--- src/rtl/div_issue_ctrl_if.sv ---
// Bundle of the EXE request/response handshake and both AXI-Stream divider IP channels.
// The master modport is the controller view; slave is the EXE/IP environment view.
interface div_issue_ctrl_if;
  logic        req_valid;
  logic        req_signed;
  logic        req_mod;
  logic [31:0] req_src1;
  logic [31:0] req_src2;
  logic        req_ack;
  logic        cancel;
  logic        resp_valid;
  logic [31:0] resp_result;
  logic        busy;
  logic [31:0] div_dividend_tdata;
  logic [31:0] div_divisor_tdata;
  logic        sdiv_dividend_tvalid;
  logic        sdiv_dividend_tready;
  logic        sdiv_divisor_tvalid;
  logic        sdiv_divisor_tready;
  logic        sdiv_dout_tvalid;
  logic [63:0] sdiv_dout_tdata;
  logic        udiv_dividend_tvalid;
  logic        udiv_dividend_tready;
  logic        udiv_divisor_tvalid;
  logic        udiv_divisor_tready;
  logic        udiv_dout_tvalid;
  logic [63:0] udiv_dout_tdata;

  modport master (
    input  req_valid, req_signed, req_mod, req_src1, req_src2, req_ack, cancel,
    output resp_valid, resp_result, busy, div_dividend_tdata, div_divisor_tdata,
    output sdiv_dividend_tvalid, sdiv_divisor_tvalid, udiv_dividend_tvalid, udiv_divisor_tvalid,
    input  sdiv_dividend_tready, sdiv_divisor_tready, sdiv_dout_tvalid, sdiv_dout_tdata,
    input  udiv_dividend_tready, udiv_divisor_tready, udiv_dout_tvalid, udiv_dout_tdata
  );

  modport slave (
    output req_valid, req_signed, req_mod, req_src1, req_src2, req_ack, cancel,
    input  resp_valid, resp_result, busy, div_dividend_tdata, div_divisor_tdata,
    input  sdiv_dividend_tvalid, sdiv_divisor_tvalid, udiv_dividend_tvalid, udiv_divisor_tvalid,
    output sdiv_dividend_tready, sdiv_divisor_tready, sdiv_dout_tvalid, sdiv_dout_tdata,
    output udiv_dividend_tready, udiv_divisor_tready, udiv_dout_tvalid, udiv_dout_tdata
  );
endinterface

--- src/rtl/div_issue_ctrl.sv ---
// Issue/wait/hold sequencer for the EXE-stage divide path (signed and unsigned AXIS divider IPs).
// Optional feature macro: DIV_ZERO_BYPASS_EN (answer x/0 and x%0 locally without the IP).
module div_issue_ctrl (
  input logic              clk_i,
  input logic              rst_i,
  div_issue_ctrl_if.master div_io
);
  typedef enum logic [1:0] {IDLE = 2'd0, ISSUE = 2'd1, WAIT = 2'd2, DONE = 2'd3} state_e;

  state_e      state_q;
  logic        signed_q;
  logic        mod_q;
  logic        drain_q;
  logic        busy_q;
  logic        resp_valid_q;
  logic [31:0] resp_result_q;
  logic [31:0] dividend_q;
  logic [31:0] divisor_q;
  logic        s_dend_tvalid_q;
  logic        s_dsor_tvalid_q;
  logic        u_dend_tvalid_q;
  logic        u_dsor_tvalid_q;

  logic        dend_tvalid_s;
  logic        dsor_tvalid_s;
  logic        dend_tready_s;
  logic        dsor_tready_s;
  logic        dout_tvalid_s;
  logic [63:0] dout_tdata_s;
  logic        dend_tvalid_d;
  logic        dsor_tvalid_d;
  logic        drain_d;
  logic [31:0] result_s;

  // Only the IP chosen at accept time is ever looked at; the other one is ignored completely.
  assign dend_tvalid_s = signed_q ? s_dend_tvalid_q : u_dend_tvalid_q;
  assign dsor_tvalid_s = signed_q ? s_dsor_tvalid_q : u_dsor_tvalid_q;
  assign dend_tready_s = signed_q ? div_io.sdiv_dividend_tready : div_io.udiv_dividend_tready;
  assign dsor_tready_s = signed_q ? div_io.sdiv_divisor_tready : div_io.udiv_divisor_tready;
  assign dout_tvalid_s = signed_q ? div_io.sdiv_dout_tvalid : div_io.udiv_dout_tvalid;
  assign dout_tdata_s  = signed_q ? div_io.sdiv_dout_tdata : div_io.udiv_dout_tdata;
  assign dend_tvalid_d = dend_tvalid_s & ~dend_tready_s;
  assign dsor_tvalid_d = dsor_tvalid_s & ~dsor_tready_s;
  assign drain_d       = drain_q | div_io.cancel;
  assign result_s      = mod_q ? dout_tdata_s[31:0] : dout_tdata_s[63:32];

  // Sequencer: tvalid registers double as the "not yet sent" flags while in ISSUE.
  always_ff @(posedge clk_i or posedge rst_i) begin
    if (rst_i) begin
      state_q         <= IDLE;
      signed_q        <= 1'b0;
      mod_q           <= 1'b0;
      drain_q         <= 1'b0;
      busy_q          <= 1'b0;
      resp_valid_q    <= 1'b0;
      resp_result_q   <= 32'h0;
      dividend_q      <= 32'h0;
      divisor_q       <= 32'h0;
      s_dend_tvalid_q <= 1'b0;
      s_dsor_tvalid_q <= 1'b0;
      u_dend_tvalid_q <= 1'b0;
      u_dsor_tvalid_q <= 1'b0;
    end else begin
      case (state_q)
        IDLE: begin
          drain_q <= 1'b0;
          if (div_io.req_valid && !div_io.cancel) begin
            dividend_q <= div_io.req_src1;
            divisor_q  <= div_io.req_src2;
            signed_q   <= div_io.req_signed;
            mod_q      <= div_io.req_mod;
            busy_q     <= 1'b1;
`ifdef DIV_ZERO_BYPASS_EN
            if (div_io.req_src2 == 32'h0) begin
              state_q       <= DONE;
              resp_valid_q  <= 1'b1;
              resp_result_q <= div_io.req_mod ? div_io.req_src1 : 32'h0;
            end else
`endif
            begin
              state_q         <= ISSUE;
              s_dend_tvalid_q <= div_io.req_signed;
              s_dsor_tvalid_q <= div_io.req_signed;
              u_dend_tvalid_q <= ~div_io.req_signed;
              u_dsor_tvalid_q <= ~div_io.req_signed;
            end
          end
        end
        ISSUE: begin
          // Cancel only marks the op for draining; in-flight tvalids must still complete.
          drain_q         <= drain_d;
          s_dend_tvalid_q <= signed_q & dend_tvalid_d;
          s_dsor_tvalid_q <= signed_q & dsor_tvalid_d;
          u_dend_tvalid_q <= ~signed_q & dend_tvalid_d;
          u_dsor_tvalid_q <= ~signed_q & dsor_tvalid_d;
          if (!dend_tvalid_d && !dsor_tvalid_d) begin
            state_q <= WAIT;
          end
        end
        WAIT: begin
          drain_q <= drain_d;
          if (dout_tvalid_s) begin
            if (drain_d) begin
              state_q <= IDLE;
              busy_q  <= 1'b0;
            end else begin
              state_q       <= DONE;
              resp_valid_q  <= 1'b1;
              resp_result_q <= result_s;
            end
          end
        end
        DONE: begin
          if (div_io.req_ack || div_io.cancel) begin
            state_q      <= IDLE;
            busy_q       <= 1'b0;
            resp_valid_q <= 1'b0;
          end
        end
        default: begin
          state_q      <= IDLE;
          busy_q       <= 1'b0;
          resp_valid_q <= 1'b0;
        end
      endcase
    end
  end

  assign div_io.resp_valid           = resp_valid_q;
  assign div_io.resp_result          = resp_result_q;
  assign div_io.busy                 = busy_q;
  assign div_io.div_dividend_tdata   = dividend_q;
  assign div_io.div_divisor_tdata    = divisor_q;
  assign div_io.sdiv_dividend_tvalid = s_dend_tvalid_q;
  assign div_io.sdiv_divisor_tvalid  = s_dsor_tvalid_q;
  assign div_io.udiv_dividend_tvalid = u_dend_tvalid_q;
  assign div_io.udiv_divisor_tvalid  = u_dsor_tvalid_q;
endmodule
--- src/flat_wrapper.sv ---
// flat-port wrapper written by rule: the top's interface ports become plain ports
module div_issue_ctrl_flat 
  (clk_i, rst_i, div_io_req_valid, div_io_req_signed, div_io_req_mod, div_io_req_src1, div_io_req_src2, div_io_req_ack, div_io_cancel, div_io_resp_valid, div_io_resp_result, div_io_busy, div_io_div_dividend_tdata, div_io_div_divisor_tdata, div_io_sdiv_dividend_tvalid, div_io_sdiv_divisor_tvalid, div_io_udiv_dividend_tvalid, div_io_udiv_divisor_tvalid, div_io_sdiv_dividend_tready, div_io_sdiv_divisor_tready, div_io_sdiv_dout_tvalid, div_io_sdiv_dout_tdata, div_io_udiv_dividend_tready, div_io_udiv_divisor_tready, div_io_udiv_dout_tvalid, div_io_udiv_dout_tdata);
  div_issue_ctrl_if div_io_i ();
  input logic clk_i;
  input logic rst_i;
  input wire logic [$bits(div_io_i.req_valid)-1:0] div_io_req_valid;
  input wire logic [$bits(div_io_i.req_signed)-1:0] div_io_req_signed;
  input wire logic [$bits(div_io_i.req_mod)-1:0] div_io_req_mod;
  input wire logic [$bits(div_io_i.req_src1)-1:0] div_io_req_src1;
  input wire logic [$bits(div_io_i.req_src2)-1:0] div_io_req_src2;
  input wire logic [$bits(div_io_i.req_ack)-1:0] div_io_req_ack;
  input wire logic [$bits(div_io_i.cancel)-1:0] div_io_cancel;
  output wire logic [$bits(div_io_i.resp_valid)-1:0] div_io_resp_valid;
  output wire logic [$bits(div_io_i.resp_result)-1:0] div_io_resp_result;
  output wire logic [$bits(div_io_i.busy)-1:0] div_io_busy;
  output wire logic [$bits(div_io_i.div_dividend_tdata)-1:0] div_io_div_dividend_tdata;
  output wire logic [$bits(div_io_i.div_divisor_tdata)-1:0] div_io_div_divisor_tdata;
  output wire logic [$bits(div_io_i.sdiv_dividend_tvalid)-1:0] div_io_sdiv_dividend_tvalid;
  output wire logic [$bits(div_io_i.sdiv_divisor_tvalid)-1:0] div_io_sdiv_divisor_tvalid;
  output wire logic [$bits(div_io_i.udiv_dividend_tvalid)-1:0] div_io_udiv_dividend_tvalid;
  output wire logic [$bits(div_io_i.udiv_divisor_tvalid)-1:0] div_io_udiv_divisor_tvalid;
  input wire logic [$bits(div_io_i.sdiv_dividend_tready)-1:0] div_io_sdiv_dividend_tready;
  input wire logic [$bits(div_io_i.sdiv_divisor_tready)-1:0] div_io_sdiv_divisor_tready;
  input wire logic [$bits(div_io_i.sdiv_dout_tvalid)-1:0] div_io_sdiv_dout_tvalid;
  input wire logic [$bits(div_io_i.sdiv_dout_tdata)-1:0] div_io_sdiv_dout_tdata;
  input wire logic [$bits(div_io_i.udiv_dividend_tready)-1:0] div_io_udiv_dividend_tready;
  input wire logic [$bits(div_io_i.udiv_divisor_tready)-1:0] div_io_udiv_divisor_tready;
  input wire logic [$bits(div_io_i.udiv_dout_tvalid)-1:0] div_io_udiv_dout_tvalid;
  input wire logic [$bits(div_io_i.udiv_dout_tdata)-1:0] div_io_udiv_dout_tdata;
  assign div_io_i.req_valid = div_io_req_valid;
  assign div_io_i.req_signed = div_io_req_signed;
  assign div_io_i.req_mod = div_io_req_mod;
  assign div_io_i.req_src1 = div_io_req_src1;
  assign div_io_i.req_src2 = div_io_req_src2;
  assign div_io_i.req_ack = div_io_req_ack;
  assign div_io_i.cancel = div_io_cancel;
  assign div_io_resp_valid = div_io_i.resp_valid;
  assign div_io_resp_result = div_io_i.resp_result;
  assign div_io_busy = div_io_i.busy;
  assign div_io_div_dividend_tdata = div_io_i.div_dividend_tdata;
  assign div_io_div_divisor_tdata = div_io_i.div_divisor_tdata;
  assign div_io_sdiv_dividend_tvalid = div_io_i.sdiv_dividend_tvalid;
  assign div_io_sdiv_divisor_tvalid = div_io_i.sdiv_divisor_tvalid;
  assign div_io_udiv_dividend_tvalid = div_io_i.udiv_dividend_tvalid;
  assign div_io_udiv_divisor_tvalid = div_io_i.udiv_divisor_tvalid;
  assign div_io_i.sdiv_dividend_tready = div_io_sdiv_dividend_tready;
  assign div_io_i.sdiv_divisor_tready = div_io_sdiv_divisor_tready;
  assign div_io_i.sdiv_dout_tvalid = div_io_sdiv_dout_tvalid;
  assign div_io_i.sdiv_dout_tdata = div_io_sdiv_dout_tdata;
  assign div_io_i.udiv_dividend_tready = div_io_udiv_dividend_tready;
  assign div_io_i.udiv_divisor_tready = div_io_udiv_divisor_tready;
  assign div_io_i.udiv_dout_tvalid = div_io_udiv_dout_tvalid;
  assign div_io_i.udiv_dout_tdata = div_io_udiv_dout_tdata;
  div_issue_ctrl u_core (.clk_i(clk_i), .rst_i(rst_i), .div_io(div_io_i));
endmodule
--- config.mk ---
export PLATFORM = sky130hd
export DESIGN_NAME = div_issue_ctrl_flat
export DESIGN_NICKNAME = d
export VERILOG_FILES = /design/src/rtl/div_issue_ctrl_if.sv /design/src/rtl/div_issue_ctrl.sv /design/src/flat_wrapper.sv
export SDC_FILE = /design/constraint.sdc
export NUM_CORES = 1
export LEC_CHECK = 0
export BUFFER_PORTS_ARGS = -buffer_cell sky130_fd_sc_hd__clkbuf_2
export CAP_MARGIN = 10
export CORE_AREA = 2 2 118 120
export DETAILED_ROUTE_END_ITERATION = 8
export DIE_AREA = 0 0 120 122
export GPL_TIMING_DRIVEN = 1
export PLACE_DENSITY = 0.68
export SYNTH_ARGS = -nofsm -noshare
export SYNTH_HDL_FRONTEND = slang
export SYNTH_SLANG_ARGS = --single-unit
--- constraint.sdc ---
create_clock -name clk_i -period 8.9 [get_ports clk_i]
set_clock_uncertainty 0.05 [all_clocks]
set_input_delay 1.78 -clock clk_i [delete_from_list [all_inputs] [get_ports clk_i]]
set_output_delay 1.78 -clock clk_i [all_outputs]
set_load 0.005 [all_outputs]
After elaboration in Yosys (flattened, before gate mapping)
Index checks and enable logic that the tools add are counted.
{"block": "word_totals", "regBits": 107}
{"block": "classes", "n_eq_ne": 9, "mux": 28, "n_bitwise": 12, "n_reduce_logical": 18}
{"operator": "$mux W64", "count": 1}
{"operator": "$mux W32", "count": 1}
{"operator": "$mux W1", "count": 13}
{"operator": "$pmux W1 S2", "count": 6}
{"operator": "$mux W2", "count": 5}
{"operator": "$ne A2 B1 Y1 const B", "count": 5}
{"operator": "$pmux W2 S4", "count": 1}
{"operator": "$reduce_and A4 Y1", "count": 2}
{"operator": "$and A1 B1 Y1", "count": 6}
{"operator": "$reduce_bool A2 Y1", "count": 3}
{"operator": "$not A1 Y1", "count": 5}
{"operator": "$reduce_and A5 Y1", "count": 1}
{"operator": "$eq A2 B2 Y1 const B", "count": 2}
{"operator": "$reduce_and A2 Y1", "count": 2}
{"operator": "$logic_not A1 Y1", "count": 3}
{"operator": "$pmux W1 S3", "count": 1}
{"operator": "$reduce_and A3 Y1", "count": 1}
{"operator": "$reduce_bool A3 Y1", "count": 1}
{"operator": "$eq A2 B1 Y1 const B", "count": 1}
{"operator": "$logic_and A1 B1 Y1", "count": 2}
{"operator": "$logic_not A2 Y1", "count": 1}
{"operator": "$ne A2 B2 Y1 const B", "count": 1}
{"operator": "$reduce_or A2 Y1", "count": 1}
{"operator": "$logic_or A1 B1 Y1", "count": 1}
{"operator": "$or A1 B1 Y1", "count": 1}

Longest topological paths before layout
Gate-level depths: netlist of the first run.
{"block": "depth", "ltp_word": 7, "depth_mapped": 7, "depth_no_buf": 6}

Worst setup path after synthesis of the first run
Ideal clock, no wire load.
{"block": "synth_path", "path_kind": "input-to-reg", "startpoint": "input div_io_cancel", "endpoint": "register u_core.resp_result_q[10] (netlist: u_core.div_io.resp_result[10])", "setup_ns": 0.125, "arrival_time_ns": 2.874, "required_time_ns": 8.725, "path_slack_ns": 5.852, "stages": 4, "n_path_buf": 1, "path_cell_list": "or3b_1 > nor2_4 > buf_6 > mux2_2"}
{"block": "synth_via", "elab_chain_len": 3}
{"item": "start: declaration", "line": "flat_wrapper.sv:13", "rtl": "input wire logic [$bits(div_io_i.cancel)-1:0] div_io_cancel;"}
{"item": "$or A1 B1 Y1", "line": "div_issue_ctrl.sv:44", "rtl": "assign drain_d = drain_q | div_io.cancel;"}
{"item": "$not A1 Y1 (no source line)"}
{"item": "$reduce_and A3 Y1 (no source line)"}
{"item": "end signal: assignment", "line": "div_issue_ctrl.sv:109", "rtl": "resp_result_q <= result_s;"}
{"item": "end: declaration", "line": "div_issue_ctrl.sv:16", "rtl": "logic [31:0] resp_result_q;"}
No other way between the ends.
A chain may end at the register's enable or synchronous reset.

Final worst setup path of the first run
{"block": "layout_path", "startpoint": "input div_io_cancel", "endpoint": "register u_core.resp_result_q[26] (netlist: u_core.div_io.resp_result[26])"}
Same word-level chain as after synthesis.

==> impl_metrics.csv, run 1 <==
group,metric,value,unit
clock_network,clock_sinks,107,
sta,fin_hold_ws,0.4557,ns
clock_network,clkTransAtPathRegs,0.06,ns
placed_design,gp_congestion,0.8176,
logic_synthesis,ys.flop_type,"dfrtp_1",
critical_path,worstPathArrival,3.51,ns
logic_synthesis,netlist_instances,310,
layout,nets,824,
logic_synthesis,synth-compound-area-share,0.02209,
sta,finalCriticalPeriod,3.343,ns
floorplan,start_util,0.3690,
critical_path,crit_chain,"clkbuf_2, or3b_1, nor2_4, mux2_2",
critical_path,critPathBufInv,1,
layout,fin_util,0.5152,
logic_synthesis,synthXorXnorAreaFrac,0,
clock_network,insertion_delay,0.34,ns
run_status,status,"completed",
logic_synthesis,synth_simple_gate_area_frac,0.02837,
clock_network,cts_resized,0,
logic_synthesis,synth_fp_nets,520,
critical_path,crit_slowest_cell,"nor2_4",
layout,drive_above_1_share,0.7399,
min_path,worstHoldPathType,"flip-flop to flip-flop",
detailed_routing,drt_first_pass_iters,4,
detailed_routing,post_drt_wl_per_cell,16.39,um
floorplan,core,13500,um2
logic_synthesis,synth-seq-area-share,0.5373,
sta,fin_setup_tns,0,ns
placed_design,io_buffers,306,
clock_network,h-tree-depth,3,
placed_design,hpwl,10.44,mm
clock_network,clockRootBuffer,"clkbuf_16",
detailed_routing,vias,3872,
grt,grt_antenna_before_repair,0,
logic_synthesis,synth_top_family_by_area,"multiplexers",
layout,fillers,1193,
critical_path,end_kind,"flip-flop",
sta,grt_setup_unrepaired,"no",
sta,setup_viol,0,
critical_path,cp-start-kind,"input port",
logic_synthesis,syn_area_per_cell,16.08,um2
critical_path,timing_worst_setup_path_type,"input port to flip-flop",
layout,area_growth_syn_to_layout,39.62,%
floorplan,die_y,122,um
logic_synthesis,yosysWarnings,0,
logic_synthesis,synth.distinct_cells,29,
sta,slew_headroom,0.3829,
floorplan,rows,43,
sta,slew_violations,0,
clock_network,tritoncts.num_buffers,9,
critical_path,slowest_delay,0.72,ns
clock_network,postCtsSetupRepairBufs,0,
critical_path,cp.required,9.07,ns
placed_design,place_area,6664,um2
power,p_per_area,317.0,nW/um2
critical_path,critPathTopFamily,"simple AND/OR/NAND/NOR gates",
sta,worst_slew_pin_slew,0.9234,ns
critical_path,critPathMaxFanout,33,
sta,fin_crit_sh,0.3756,
sta,max_freq,299.2,MHz
layout,diodes,0,
logic_synthesis,synth-adder-area-share,0.01255,
logic_synthesis,muxShareOfSynthArea,0.3731,
power,vdd_drop_max,161.3,uV
flow_run,cap_viol_max_count,0,
logic_synthesis,ys_ff_latch,107,
sta,hold_violations,0,
critical_path,r2r_slack,6.32,ns
grt,grt_pass1_vias,4184,
logic_synthesis,async_reset_ff_frac,1.000,
layout,final_area,6958,um2
clock_network,cts_tree,"done",
floorplan,die_x,120,um
detailed_routing,drtIter0Drc,119,
power,p_leak,0.003495,uW
grt,grt_usage,0.1799,
detailed_routing,drc,0,
clock_network,holdBufCountCts,0,
logic_synthesis,synth-edff-count,0,
floorplan,dieArea,14640,um2
detailed_routing,viasPerCell,4.846,
grt,gr-total-overflow,0,
detailed_routing,routed_wl,13.09,mm
floorplan,ios,307,
detailed_routing,ant_nets,0,
logic_synthesis,syn_area,4984,um2
grt,grt_pass1_wl,20.53,mm
grt,grt_max_degree,66,
clock_network,clockBufferDepth,2,
## cell families after synthesis
| kind of cell | after synthesis |
|---|---|
| fa+ha+maj | 5 |
| compound gates | 16 |
| simple gates | 27 |
| flops | 107 |
| mux | 133 |
| buf+inv | 22 |
## Yosys cell counts, drive strengths merged, types with 2 or more instances
master / count / area [um2]
o21ai: 6 / 30.03
ha: 5 / 62.56
buf: 14 / 102.6
clkbuf: 4 / 15.01
nand2: 5 / 18.77
mux4: 32 / 724.4
mux2i: 2 / 20.02
o31ai: 2 / 15.01
nand2b: 6 / 37.54
dfrtp: 107 / 2678
inv: 4 / 15.01
a21o: 2 / 15.01
mux2: 99 / 1115
nor2: 11 / 48.80
## report_power, final
part	internal, uW	switching [uW]	leakage, uW
registers	733	135	0.00128
clock network	219	175	0.000132
logic	553	390	0.00208
## area by class of cell
type	instances	area, um2	share of cell area
sequential	107	2679	0.3850
clock inverter	5	61.31	0.008811
clock buffer	11	232.7	0.03345
tap	180	225.2	0.03237
timing repair buffer	311	1569	0.2255
multi-input combinational	181	2173	0.3124
inverter	4	17.52	0.002518
## sequential cells by signal, indices dropped and copies added (netlist names)
| register | cells |
|---|---|
| u_core.div_io.busy | 1 |
| u_core.div_io.sdiv_divisor_tvalid | 1 |
| u_core.div_io.div_dividend_tdata | 32 |
| u_core.div_io.udiv_divisor_tvalid | 1 |
| u_core.div_io.div_divisor_tdata | 32 |
| u_core.mod_q | 1 |
| u_core.div_io.sdiv_dividend_tvalid | 1 |
| u_core.signed_q | 1 |
| u_core.div_io.resp_result | 32 |
| u_core.drain_q | 1 |
| u_core.state_q | 2 |
| u_core.div_io.udiv_dividend_tvalid | 1 |
| u_core.div_io.resp_valid | 1 |
## routing by layer
metal	GRT usage	part of all wire	up-vias
met1	0.2039	0.38	1903
met2	0.3221	0.52	186
met3	0.05852	0.084	19
met4	0.05588	0.017	0
li1	-	-	1764
met5	0	0	-
## layout by cell type (no fill, tap or decap), types with 3 or more instances in the layout
master	synthesis	routed
buf_4	3	5
clkbuf_16	0	9
clkbuf_2	0	306
clkinvlp_4	0	3
dfrtp_1	107	106
ha_1	5	5
inv_1	4	3
mux2_2	99	99
mux4_2	31	31
nand2_1	5	5
nand2b_1	6	6
nor2_1	10	10
o21ai_0	6	6
## path summary, 6_finish.rpt
path	endpoint	from	cells after the start
worst max-delay path	u_core.div_io.resp_result[26]	div_io_cancel	4
worst min-delay path	u_core.div_io.resp_result[14]	u_core.div_io.resp_result[14]	1
worst max register to register	u_core.div_io.resp_result[26]	u_core.state_q[0]	5
worst min register to register	u_core.div_io.resp_result[14]	u_core.div_io.resp_result[14]	1
max in group asynchronous	u_core.signed_q	rst_i	3
min in group asynchronous	u_core.div_io.div_dividend_tdata[13]	rst_i	2
## metrics by stage
stage                     setup slack [ns]  total power, uW  cells
after floorplan                      4.253             1434    310
after global placement               5.269             1794    783
after detailed placement             5.171             1838    783
after CTS                            5.544             2245    799
after global routing                 5.444             2371    799
final                                5.557             2206    799
## worst reg2reg max path: cells and delay by family (launching register included)
kind | cells | cell delay, ns
mux | 1 | 0.44
buf+inv | 1 | 0.15
fa+ha+maj | 1 | 0.24
flops | 1 | 0.42
simple gates | 2 | 1.16
No activity file was read; power rests on OpenSTA's default activity.
==> run 2, diff against run 1 <==
CORE_AREA = 2 2 120 122   (was 2 2 118 120)
DIE_AREA = 0 0 122 124   (was 0 0 120 122)
PLACE_DENSITY = 0.69   (was 0.68)
clock period = 2.8 ns   (was 8.9 ns; I/O delays follow)
==> run 2 against run 1 <==
Compared with the run above:
- total power grew to 3.2 times the previous value
- final area grew 0.40%
- non-clock buffer count grew 2
- routed wire length shrank 3.3%
- combinational power grew to 3.1 times the previous value
- hold slack lost 0.22 ns
- sequential power grew to 3.2 times the previous value
- sequential cell count is the same
- sequential share of layout area shrank 0.15 points
- largest cell class unchanged
- largest power group unchanged
- highest routed layer unchanged
==> impl_metrics.csv, run 2 (synthesis gave the netlist of run 1 again) <==
group,metric,value,unit
power,pwr-share-seq,0.396,
critical_path,timing_worst_setup_path_type,"flip-flop to flip-flop",
clock_network,clkTransAtPathRegs,0.07,ns
grt,grt_use_met1,0.1803,
clock_network,h-tree-depth,3,
detailed_routing,viasPerCell,4.730,
grt,grt_max_degree,60,
floorplan,rows,43,
power,sw_frac_of_total,0.3145,
critical_path,rr_endpoint,"u_core.div_io.resp_result[15]",
grt,grt_antenna_before_repair,0,
power,p_switching,2196,uW
layout,layout_common_cells,"clkbuf_2, dfrtp_1, mux2_2",
sta,slew_violations,0,
placed_design,place_area,6693,um2
power,p_per_area,999.4,nW/um2
grt,use_met3,0.04441,
placed_design,io_buffers,306,
critical_path,r2r_slack,0.54,ns
sta,hold_violations,0,
detailed_routing,drtIter0Drc,94,
layout,nets,826,
sta,fin_crit_sh,0.8072,
layout,final_area,6985,um2
detailed_routing,post_drt_wl_per_cell,15.80,um
power,cell_internal_pwr,4786,uW
detailed_routing,routed_wl,12.66,mm
floorplan,dieArea,15130,um2
run_status,status,"completed",
grt,grt_pass1_wl,19.29,mm
floorplan,die_x,122,um
detailed_routing,ant_nets,0,
grt,grt-busiest-layer,"met2",
clock_network,tritoncts.num_buffers,9,
clock_network,cts_resized,0,
floorplan,ios,307,
layout,drive_above_1_share,0.7424,
layout,diodes,0,
sta,grt_setup_unrepaired,"no",
layout,area_growth_syn_to_layout,40.17,%
clock_network,clockRootBuffer,"clkbuf_16",
power,clkPwrFrac,0.178,
critical_path,cp-start-kind,"flip-flop",
sta,slew_headroom,0.5717,
layout,final_common_cell,"clkbuf_2",
grt,gr-total-overflow,0,
sta,max_freq,442.4,MHz
floorplan,core,13720,um2
clock_network,holdBufCountCts,0,
sta,setup_viol,0,
critical_path,critPathMaxFanout,33,
clock_network,clockBufferDepth,2,
power,p_leak,0.003512,uW
grt,grt_usage,0.1656,
power,vdd_drop_max,481.7,uV
power,pwr-share-comb,0.426,
critical_path,end_kind,"flip-flop",
grt,grt_pass1_vias,4059,
clock_network,cts_tree,"done",
detailed_routing,drt_first_pass_iters,4,
sta,fin_setup_tns,0,ns
clock_network,postCtsSetupRepairBufs,0,
grt,met2_usage,0.3059,
critical_path,cp.required,2.97,ns
floorplan,start_util,0.3632,
clock_network,clock_sinks,107,
clock_network,insertion_delay,0.34,ns
critical_path,worstPathArrival,2.43,ns
critical_path,r2r_start,"u_core.state_q[0]",
detailed_routing,drc,0,
sta,worst_slew_pin_slew,0.6410,ns
sta,finalCriticalPeriod,2.260,ns
floorplan,die_y,124,um
placed_design,gp_congestion,0.7839,
placed_design,hpwl,10.18,mm
flow_run,cap_viol_max_count,0,
min_path,worstHoldPathType,"input port to asynchronous set/reset pin",
detailed_routing,vias,3789,
critical_path,reg2regPathDepth,6,
-- run 2: cell types whose count changed in the layout (fill, tap and decap cells not counted) --
cell,delta
clkbuf_1,-1
buf_12,+1
inv_4,-1
clkinv_2,+2
buf_4,+1
-- run 2: critical path, stage by stage, from the launching register on --
cell and delay (ns):
dfrtp_1 0.41, inv_1 0.13, ha_1 0.23, or3b_1 0.44, nor2_4 0.10, buf_4 0.36, mux2_2 0.39
-- run 2: metal layers --
layer	vias up	wire length, um
li1	1763	-
met1	1843	4745
met2	168	6750
met3	15	945
met4	0	216
met5	-	0
-- run 2: layout make-up --
| type | count | area, um2 |
|---|---|---|
| Sequential cell | 107 | 2679 |
| Timing Repair Buffer | 313 | 1597 |
| Tap cell | 180 | 225.2 |
| Inverter | 4 | 18.77 |
| Clock inverter | 6 | 63.81 |
| Fill cell | 1189 | 6734 |
| Clock buffer | 10 | 229.0 |
| Multi-Input combinational cell | 181 | 2173 |
-- run 2: worst max path at each step --
stage | slack (ns) | cells past startpoint | endpoint | start
CTS | 0.51 | 6 | u_core.div_io.resp_result[15] | u_core.state_q[0]
detailed placement | 0.51 | 6 | u_core.div_io.resp_result[15] | u_core.state_q[0]
global route | 0.39 | 6 | u_core.div_io.resp_result[15] | u_core.state_q[0]
finish | 0.54 | 6 | u_core.div_io.resp_result[15] | u_core.state_q[0]
floorplan | 0.85 | 6 | u_core.div_io.resp_result[10] | u_core.state_q[0]
global placement | 0.60 | 6 | u_core.div_io.resp_result[29] | u_core.state_q[0]
-- run 2: power groups by stage --
stage          Sequential (uW)  Clock (uW)  Combinational, uW
2_1_floorplan             2790           0               1770
3_3_place_gp              2750           0               2950
3_5_place_dp              2790           0               3040
4_1_cts                   2770        1300               3040
5_1_grt                   2870        1370               3270
6_report                  2770        1240               2970
-- run 2: per-stage QoR --
step	total power (uW)	hold slack (ns)	setup slack (ns)	std cells	utilization
global route	7512	0.2931	0.3895	801	0.5092
global placement	5698	0.4365	0.6022	785	0.4878
detailed placement	5823	0.4419	0.5090	785	0.4878
floorplan	4558	0.4282	0.8488	310	-
finish	6982	0.2390	0.5397	801	0.5092
CTS	7111	0.2465	0.5128	801	0.5092
==> run 3, diff against run 2 <==
CORE_AREA = 2 2 118 120   (was 2 2 120 122)
DIE_AREA = 0 0 120 122   (was 0 0 122 124)
PLACE_DENSITY = 0.68   (was 0.69)
clock period = 2.3 ns   (was 2.8 ns; I/O delays follow)
==> run 3 against run 2 <==
Compared with the run above:
- final area rose by 0.54%
- global-route usage rose by 0.88 points
- via count rose by 2.1%
- cell count rose by 0.12%
- utilization rose by 1.1 points
- die area fell by 3.2%
- total power rose by 21%
- routed wire length barely moved
- critical path depth did not move
- hold slack got worse by 0.18 ns
- sequential power rose by 21%
- first-iteration DRC count rose by 60%
- critical endpoint is now u_core.div_io.resp_result[9]
- largest power group unchanged
==> impl_metrics.csv, run 3 (synthesis gave the netlist of run 1 again) <==
group,metric,value,unit
layout,diodes,0,
critical_path,critPathTopFamily,"simple AND/OR/NAND/NOR gates",
detailed_routing,dr_wl_met3,1.064,mm
floorplan,rows,43,
critical_path,timing_worst_setup_path_type,"flip-flop to flip-flop",
power,pwr-share-comb,0.433,
clock_network,h-tree-depth,3,
critical_path,end_kind,"flip-flop",
sta,slew_violations,0,
detailed_routing,routed_wl,12.65,mm
grt,grt_max_degree,40,
layout,layout_common_cells,"clkbuf_2, dfrtp_1, mux2_2",
floorplan,die_x,120,um
power,p_per_area,1201,nW/um2
detailed_routing,drc,0,
detailed_routing,drt_first_pass_iters,4,
power,cell_internal_pwr,5767,uW
layout,instances_no_fill,802,
sta,finalCriticalPeriod,2.135,ns
sta,worst_slew_pin_slew,0.4654,ns
power,vdd_drop_max,578.2,uV
critical_path,critPathMaxFanout,33,
critical_path,rr_endpoint,"u_core.div_io.resp_result[9]",
clock_network,insertion_delay,0.34,ns
floorplan,die_y,122,um
critical_path,crit_start,"u_core.state_q[0]",
sta,fin_setup_tns,0,ns
flow_run,cap_viol_max_count,0,
sta,fin_hold_ws,0.05482,ns
critical_path,r2r_start,"u_core.state_q[0]",
critical_path,crit_chain,"inv_1, ha_1, or3b_1, nor2_4, buf_12, mux2_2",
detailed_routing,wl_met1,4.600,mm
clock_network,cts_resized,0,
sta,slew_headroom,0.6809,
sta,setup_viol,0,
clock_network,cts_tree,"done",
clock_network,clock_sinks,107,
clock_network,postCtsSetupRepairBufs,0,
floorplan,ios,307,
placed_design,hpwl,10.31,mm
critical_path,crit_slowest_cell,"or3b_1",
grt,grt_pass1_vias,4130,
critical_path,cp.required,2.47,ns
grt,grt_pass1_wl,19.88,mm
floorplan,dieArea,14640,um2
power,p_switching,2667,uW
sta,max_freq,468.3,MHz
clock_network,clockBufferDepth,2,
grt,grt_antenna_before_repair,0,
sta,fin_crit_sh,0.9284,
detailed_routing,viasPerCell,4.825,
run_status,status,"completed",
clock_network,holdBufCountCts,0,
power,sw_frac_of_total,0.3162,
layout,drive_above_1_share,0.7412,
clock_network,tritoncts.num_buffers,9,
power,clkPwrFrac,0.168,
grt,gr-total-overflow,0,
detailed_routing,drtIter0Drc,150,
critical_path,cp-start-kind,"flip-flop",
grt,grt_usage,0.1744,
floorplan,start_util,0.3690,
power,p_leak,0.003529,uW
detailed_routing,ant_nets,0,
critical_path,critPathBufInv,2,
layout,area_growth_syn_to_layout,40.92,%
placed_design,gp_congestion,0.8252,
critical_path,r2r_slack,0.16,ns
layout,nets,827,
floorplan,core,13500,um2
layout,final_common_cell,"clkbuf_2",
placed_design,io_buffers,306,
power,pwr-share-seq,0.399,
critical_path,slowest_delay,0.44,ns
critical_path,worstPathArrival,2.31,ns
clock_network,clkTransAtPathRegs,0.07,ns
sta,grt_setup_unrepaired,"no",
min_path,worstHoldPathType,"input port to asynchronous set/reset pin",
detailed_routing,top_layer,"met4",
detailed_routing,vias,3870,
placed_design,dp_cells,786,
detailed_routing,met2_length,6.739,mm
sta,hold_violations,0,
critical_path,reg2regPathDepth,6,
detailed_routing,post_drt_wl_per_cell,15.77,um
clock_network,clockRootBuffer,"clkbuf_16",
run 3: cell count changes in the layout (fill, tap and decap cells not counted), moves of 2 or more:
cell | before | now
clkinvlp_4 | 3 | 1
buf_12 | 1 | 5
clkinv_4 | 0 | 4
buf_4 | 6 | 3
run 3: how the worst max path moves through the flow:
| stage | slack [ns] | to | cells after the start |
|---|---|---|---|
| 3_5_place_dp | 0.17 | u_core.div_io.resp_result[9] | 6 |
| 4_1_cts | 0.15 | u_core.div_io.resp_result[9] | 6 |
| 5_1_grt | 0.03 | u_core.div_io.resp_result[9] | 6 |
| 2_1_floorplan | 0.35 | u_core.div_io.resp_result[10] | 6 |
| 3_3_place_gp | 0.28 | u_core.div_io.resp_result[26] | 6 |
| 6_report | 0.16 | u_core.div_io.resp_result[9] | 6 |
run 3: cell type report:
cell class              count  area (um2)
clock buffers              11       232.7
clock inverters             5       40.04
fillers                  1181        6481
inverters                   4       18.77
multi-input cells         181        2173
flip-flops and latches    107        2679
well taps                 180       225.2
repair buffers            314        1654
run 3: per-layer routing:
layer	global-route usage	vias to the layer above
li1	-	1770
met1	0.1875	1895
met2	0.3153	185
met3	0.05384	20
met4	0.07721	0
met5	0	-
run 3: per-stage QoR:
| step | util | total power (uW) | cell area (um2) | setup WS (ns) |
|---|---|---|---|---|
| after floorplan | - | 5549 | 4987 | 0.3488 |
| after global placement | 0.4999 | 6983 | 6750 | 0.2848 |
| after detailed placement | 0.4999 | 7125 | 6750 | 0.1717 |
| after CTS | 0.5201 | 8590 | 7023 | 0.1515 |
| after global routing | 0.5201 | 9052 | 7023 | 0.03428 |
| final | 0.5201 | 8434 | 7023 | 0.1648 |
run 3: power by group through the flow:
stage	Clock [uW]	Sequential [uW]	Combinational, uW
floorplan	0	3390	2150
global placement	0	3350	3630
detailed placement	0	3400	3730
CTS	1480	3370	3740
global route	1550	3490	4000
finish	1420	3360	3650
